## config.mk

```make
export PLATFORM = sky130hd
export DESIGN_NAME = uart_rx_fsm
export DESIGN_NICKNAME = d
export VERILOG_FILES = /design/src/rtl/uart_rx_fsm.sv
export SDC_FILE = /design/constraint.sdc
export NUM_CORES = 1
export LEC_CHECK = 0
export BUFFER_PORTS_ARGS = -buffer_cell sky130_fd_sc_hd__buf_2
export CAP_MARGIN = 20
export CORE_AREA = 8 8 45 47
export CTS_CLUSTER_DIAMETER = 120
export DETAILED_ROUTE_END_ITERATION = 6
export DIE_AREA = 0 0 53 55
export PLACE_DENSITY = 0.85
export SLEW_MARGIN = 20
export SYNTH_ARGS = -nofsm -noshare
export SYNTH_HDL_FRONTEND = slang
export SYNTH_SLANG_ARGS = --single-unit
```

## constraint.sdc

```tcl
create_clock -name CLK -period 3.2 [get_ports CLK]
set_input_delay 0.64 -clock CLK [delete_from_list [all_inputs] [get_ports CLK]]
set_output_delay 0.64 -clock CLK [all_outputs]
set_load 0.01 [all_outputs]
```

## src/rtl/uart_rx_fsm.sv

```systemverilog
// UART receive controller: sequences start/data/parity/stop bits against an
// external edge/bit counter and emits check strobes plus a frame-valid pulse.
module uart_rx_fsm #(
    parameter int PRESCALE_W = 6
) (
    input  logic                  CLK,
    input  logic                  RST,
    input  logic                  rx_in,
    input  logic                  par_en,
    input  logic [PRESCALE_W-1:0] prescale,
    input  logic [PRESCALE_W-1:0] edge_cnt,
    input  logic [3:0]            bit_cnt,
    input  logic                  strt_glitch,
    input  logic                  par_err,
    input  logic                  stp_err,
    output logic                  edge_bit_cnt_en,
    output logic                  dat_samp_en,
    output logic                  strt_chk_en,
    output logic                  par_chk_en,
    output logic                  stp_chk_en,
    output logic                  deser_en,
    output logic                  data_valid,
    output logic                  rx_busy
);

    typedef enum logic [2:0] {
        IDLE,
        START,
        DATA,
        PARITY,
        STOP,
        DONE
    } state_t;

    state_t state, next_state;
    logic   err_flag;

    logic [PRESCALE_W-1:0] ps_even;
    logic [PRESCALE_W-1:0] end_edge;
    logic [PRESCALE_W-1:0] chk_edge;
    logic                  bit_end;
    logic                  chk_pt;

    // The ratio is always even; masking bit 0 keeps odd inputs from shifting the sample points.
    assign ps_even  = prescale & ~PRESCALE_W'(1);
    assign end_edge = ps_even - PRESCALE_W'(1);
    assign chk_edge = (ps_even >> 1) + PRESCALE_W'(2);
    assign bit_end  = (edge_cnt == end_edge);
    assign chk_pt   = (edge_cnt == chk_edge);

    // NOTE: sequential state uses non-blocking assignments so every flop
    // samples pre-edge values regardless of process evaluation order.
    always_ff @(posedge CLK or negedge RST) begin
        if (!RST) begin
            state    <= IDLE;
            err_flag <= 1'b0;
        end else begin
            state <= next_state;
            if (next_state == START && state != START)
                err_flag <= 1'b0;
            else if (state == PARITY && bit_end)
                err_flag <= par_err;
        end
    end

    // NOTE: next_state gets a default before the case so no path leaves it
    // unassigned, which would otherwise infer a latch.
    always_comb begin
        next_state = state;
        case (state)
            IDLE:   if (!rx_in) next_state = START;
            START:  if (bit_end) next_state = strt_glitch ? IDLE : DATA;
            DATA:   if (bit_end && bit_cnt == 4'd8) next_state = par_en ? PARITY : STOP;
            PARITY: if (bit_end) next_state = STOP;
            STOP:   if (bit_end) next_state = (!stp_err && !err_flag) ? DONE : IDLE;
            DONE:   next_state = rx_in ? IDLE : START;
            default: next_state = IDLE;
        endcase
    end

    always_comb begin
        edge_bit_cnt_en = 1'b0;
        dat_samp_en     = 1'b0;
        strt_chk_en     = 1'b0;
        par_chk_en      = 1'b0;
        stp_chk_en      = 1'b0;
        deser_en        = 1'b0;
        data_valid      = 1'b0;
        rx_busy         = (state != IDLE);
        case (state)
            START: begin
                edge_bit_cnt_en = 1'b1;
                dat_samp_en     = 1'b1;
                strt_chk_en     = chk_pt;
            end
            DATA: begin
                edge_bit_cnt_en = 1'b1;
                dat_samp_en     = 1'b1;
                deser_en        = chk_pt;
            end
            PARITY: begin
                edge_bit_cnt_en = 1'b1;
                dat_samp_en     = 1'b1;
                par_chk_en      = chk_pt;
            end
            STOP: begin
                edge_bit_cnt_en = 1'b1;
                dat_samp_en     = 1'b1;
                stp_chk_en      = chk_pt;
            end
            DONE:    data_valid = 1'b1;
            default: ;
        endcase
    end

endmodule

```

==> metrics <==
RePlAce Congestion=between 0.7 and 0.8; Area growth syn-to-layout=27.0%; Die Wd=roughly 53 um; Post-CTS Resized=0; drt drc=0; Syn Std Cell Area=607 sq um; top cells by count, synth=7 x xor2_1, 6 x inv_1, 6 x nand2_1, 6 x nor2_1, 6 x xnor2_1; most used cell, CP=buf_2; top post-synthesis cells by area=dfrtp_1 16%, xor2_1 10%, xnor2_1 8.7%, ha_1 8.2%, nor3_1 4.1%; skew final=approximately 5.8 ps; Final ANT Viol Nets=0; pre-CTS WS=just over 400 ps; Max Transition Viols Final=0; max_cap viols=0; Yosys cell types=36; post-synthesis compound-gate area fraction=between 10% and 20%; share of cells above drive strength 1=between 30% and 40%; Slew @ Worst Pin=418 ps; GRT Total Usage=10.6%; kind of critical path=in2out; initial DRC count=6; IO buf count=29; Post-synth ARST share=100%; post-synthesis mux area share=under 10%; post-synthesis simple-gate area fraction=33.0%; CTS buffer count=3; nets=135; Yosys top cell area share=around 16%; Yosys top cell by area=dfrtp_1; initial antenna violation count=0; largest family of logic cells by synthesized area=simple AND/OR/NAND/NOR gates; Post-synth EDFFs=0; setup bufs post-CTS=0; RSZ-0062 raised after global routing=false; Ys Warns=0; First-pass DRT Iterations=3; worst min path class=in2async; wire length per cell=about 12 um; clk sink count=4; Congestion Overflow GR=0; top_reg_cell synth=dfrtp_1; final wirelength=1490 um; status=completed; final worst-path cycle share=a little under nine tenths; I/O Pins=31; via count=just over 600; Worst EP required=2560 ps; VDD IR max=about 0.12 mV; TritonCTS clock tree=done; most frequent cell after synthesis=xor2_1; slew margin rel.=a little over 70%; CP endpoint kind=output pin; critical path startpoint category=input port; DPL Wire Length=between 1000 and 1500 um; worst path cell trace=buf_2, inv_1, ha_1, xor2_1, nor4_1, o21ai_0, nor3_1, buf_2; Synthesized Nets=roughly 100; area of the core=roughly 1400 sq um; crit path max-delay cell type=ha_1; clock-pin slew on the worst setup and hold paths=~40 ps; Fmax=about 360 MHz; min setup slack post-route=~440 ps; leakage=a little under 0.4 nW; worst skew pair latency=around 230 ps; critical path's largest stage delay=between 200 and 300 ps; Synth Area in Adders=between 8 and 9%; ant diodes=0; CTS root buf=clkbuf_4; fin crit period=between 2000 and 3000 ps; CP Max Fanout=6; Rows=14; syn_area_per_cell=between 7 and 8 sq um; Die Ht=55 um; initial core utilization=roughly 44%; final hold viol count=0; largest net degree at the start of global routing=9; CTS hold repair buffers=0; Die ar.=2920 sq um; Power per Cell Area=380 nW/um^2; FF+latch count, synth=4; crit path DAT=between 2000 and 2500 ps; vias in the first global route=594; worst hold margin=between 200 and 250 ps; Synth Instances=77; worst reg-to-reg path cell count=4; setup_tns=0 ps; final setup vio count=0; Vias/cell=between 5 and 6; first-pass GRT wire length=2440 um; H-tree depth=1; Seq/Total Area, Yosys=between 10% and 20%; Clock Path Buffers=2; post-synthesis xor/xnor area fraction=18.8%
cell type report:
type | instances | area, sq um
clock buffer | 3 | 22.5
tap | 16 | 20.0
inverter | 6 | 22.5
fill | 142 | 613
sequential | 4 | 100
timing repair buffer | 29 | 145
multi-input combinational | 64 | 460
final timing paths:
kind	startpoint	to	slack [ps]
min	RST	err_flag$_DFFE_PN0P_	200
min in group CLK	err_flag$_DFFE_PN0P_	err_flag$_DFFE_PN0P_	530
max reg2reg	state[2]$_DFF_PN0_	state[0]$_DFF_PN0_	1720
max	prescale[3]	par_chk_en	440
min reg2reg	err_flag$_DFFE_PN0P_	err_flag$_DFFE_PN0P_	530
max in group asynchronous	RST	state[2]$_DFF_PN0_	2870
metrics by stage:
step | utilization (%) | cells | total power [W] | area, sq um
after floorplan | - | 77 | 0.000184 | 607
after global placement | 54.1 | 119 | 0.000225 | 748
after detailed placement | 54.1 | 119 | 0.000232 | 748
after CTS | 55.7 | 122 | 0.000298 | 771
after global routing | 55.7 | 122 | 0.000323 | 771
final | 55.7 | 122 | 0.000293 | 771
cells by family after synthesis:
| family | Yosys count |
|---|---|
| compound gates | 11 |
| fa+ha+maj | 4 |
| buf+inv | 9 |
| xor+xnor | 13 |
| simple gates | 34 |
| mux | 2 |
| flops | 4 |
sequential cells by signal, indices dropped and copies added (netlist names):
register,count
err_flag,1
state,3
placed cells by master, fill, tap and decap left out, types with 2 or more instances in the layout:
cell type	instances
o21ai_0	2
nor2_1	6
ha_1	4
and3b_1	2
nand2_1	6
or3_1	4
clkbuf_4	3
inv_1	6
dfrtp_1	4
xor2_1	7
buf_2	29
nor3_1	5
xnor2_1	6
worst max-delay path: cells and delay by family:
kind / cells / cell delay, ps
fa+ha+maj: 1 / 290
simple gates: 2 / 440
compound gates: 1 / 220
buf+inv: 3 / 390
xor+xnor: 1 / 140
where the power goes:
| part | total (W) | switching [W] | internal, W |
|---|---|---|---|
| sequential | 0.0000819 | 0.0000190 | 0.0000629 |
| clock | 0.0000611 | 0.0000192 | 0.0000418 |
| combinational | 0.000150 | 0.0000826 | 0.0000676 |
| total | 0.000293 | 0.000121 | 0.000172 |
layer usage:
layer / wire length [um] / up-vias / track usage [%]
met4: 0 / 0 / 3.88
li1: - / 330 / -
met5: 0 / - / 0
met2: 782 / 20 / 19.3
met3: 113 / 0 / 2.14
met1: 595 / 267 / 11.7
Power figures use the tool's default switching activity.
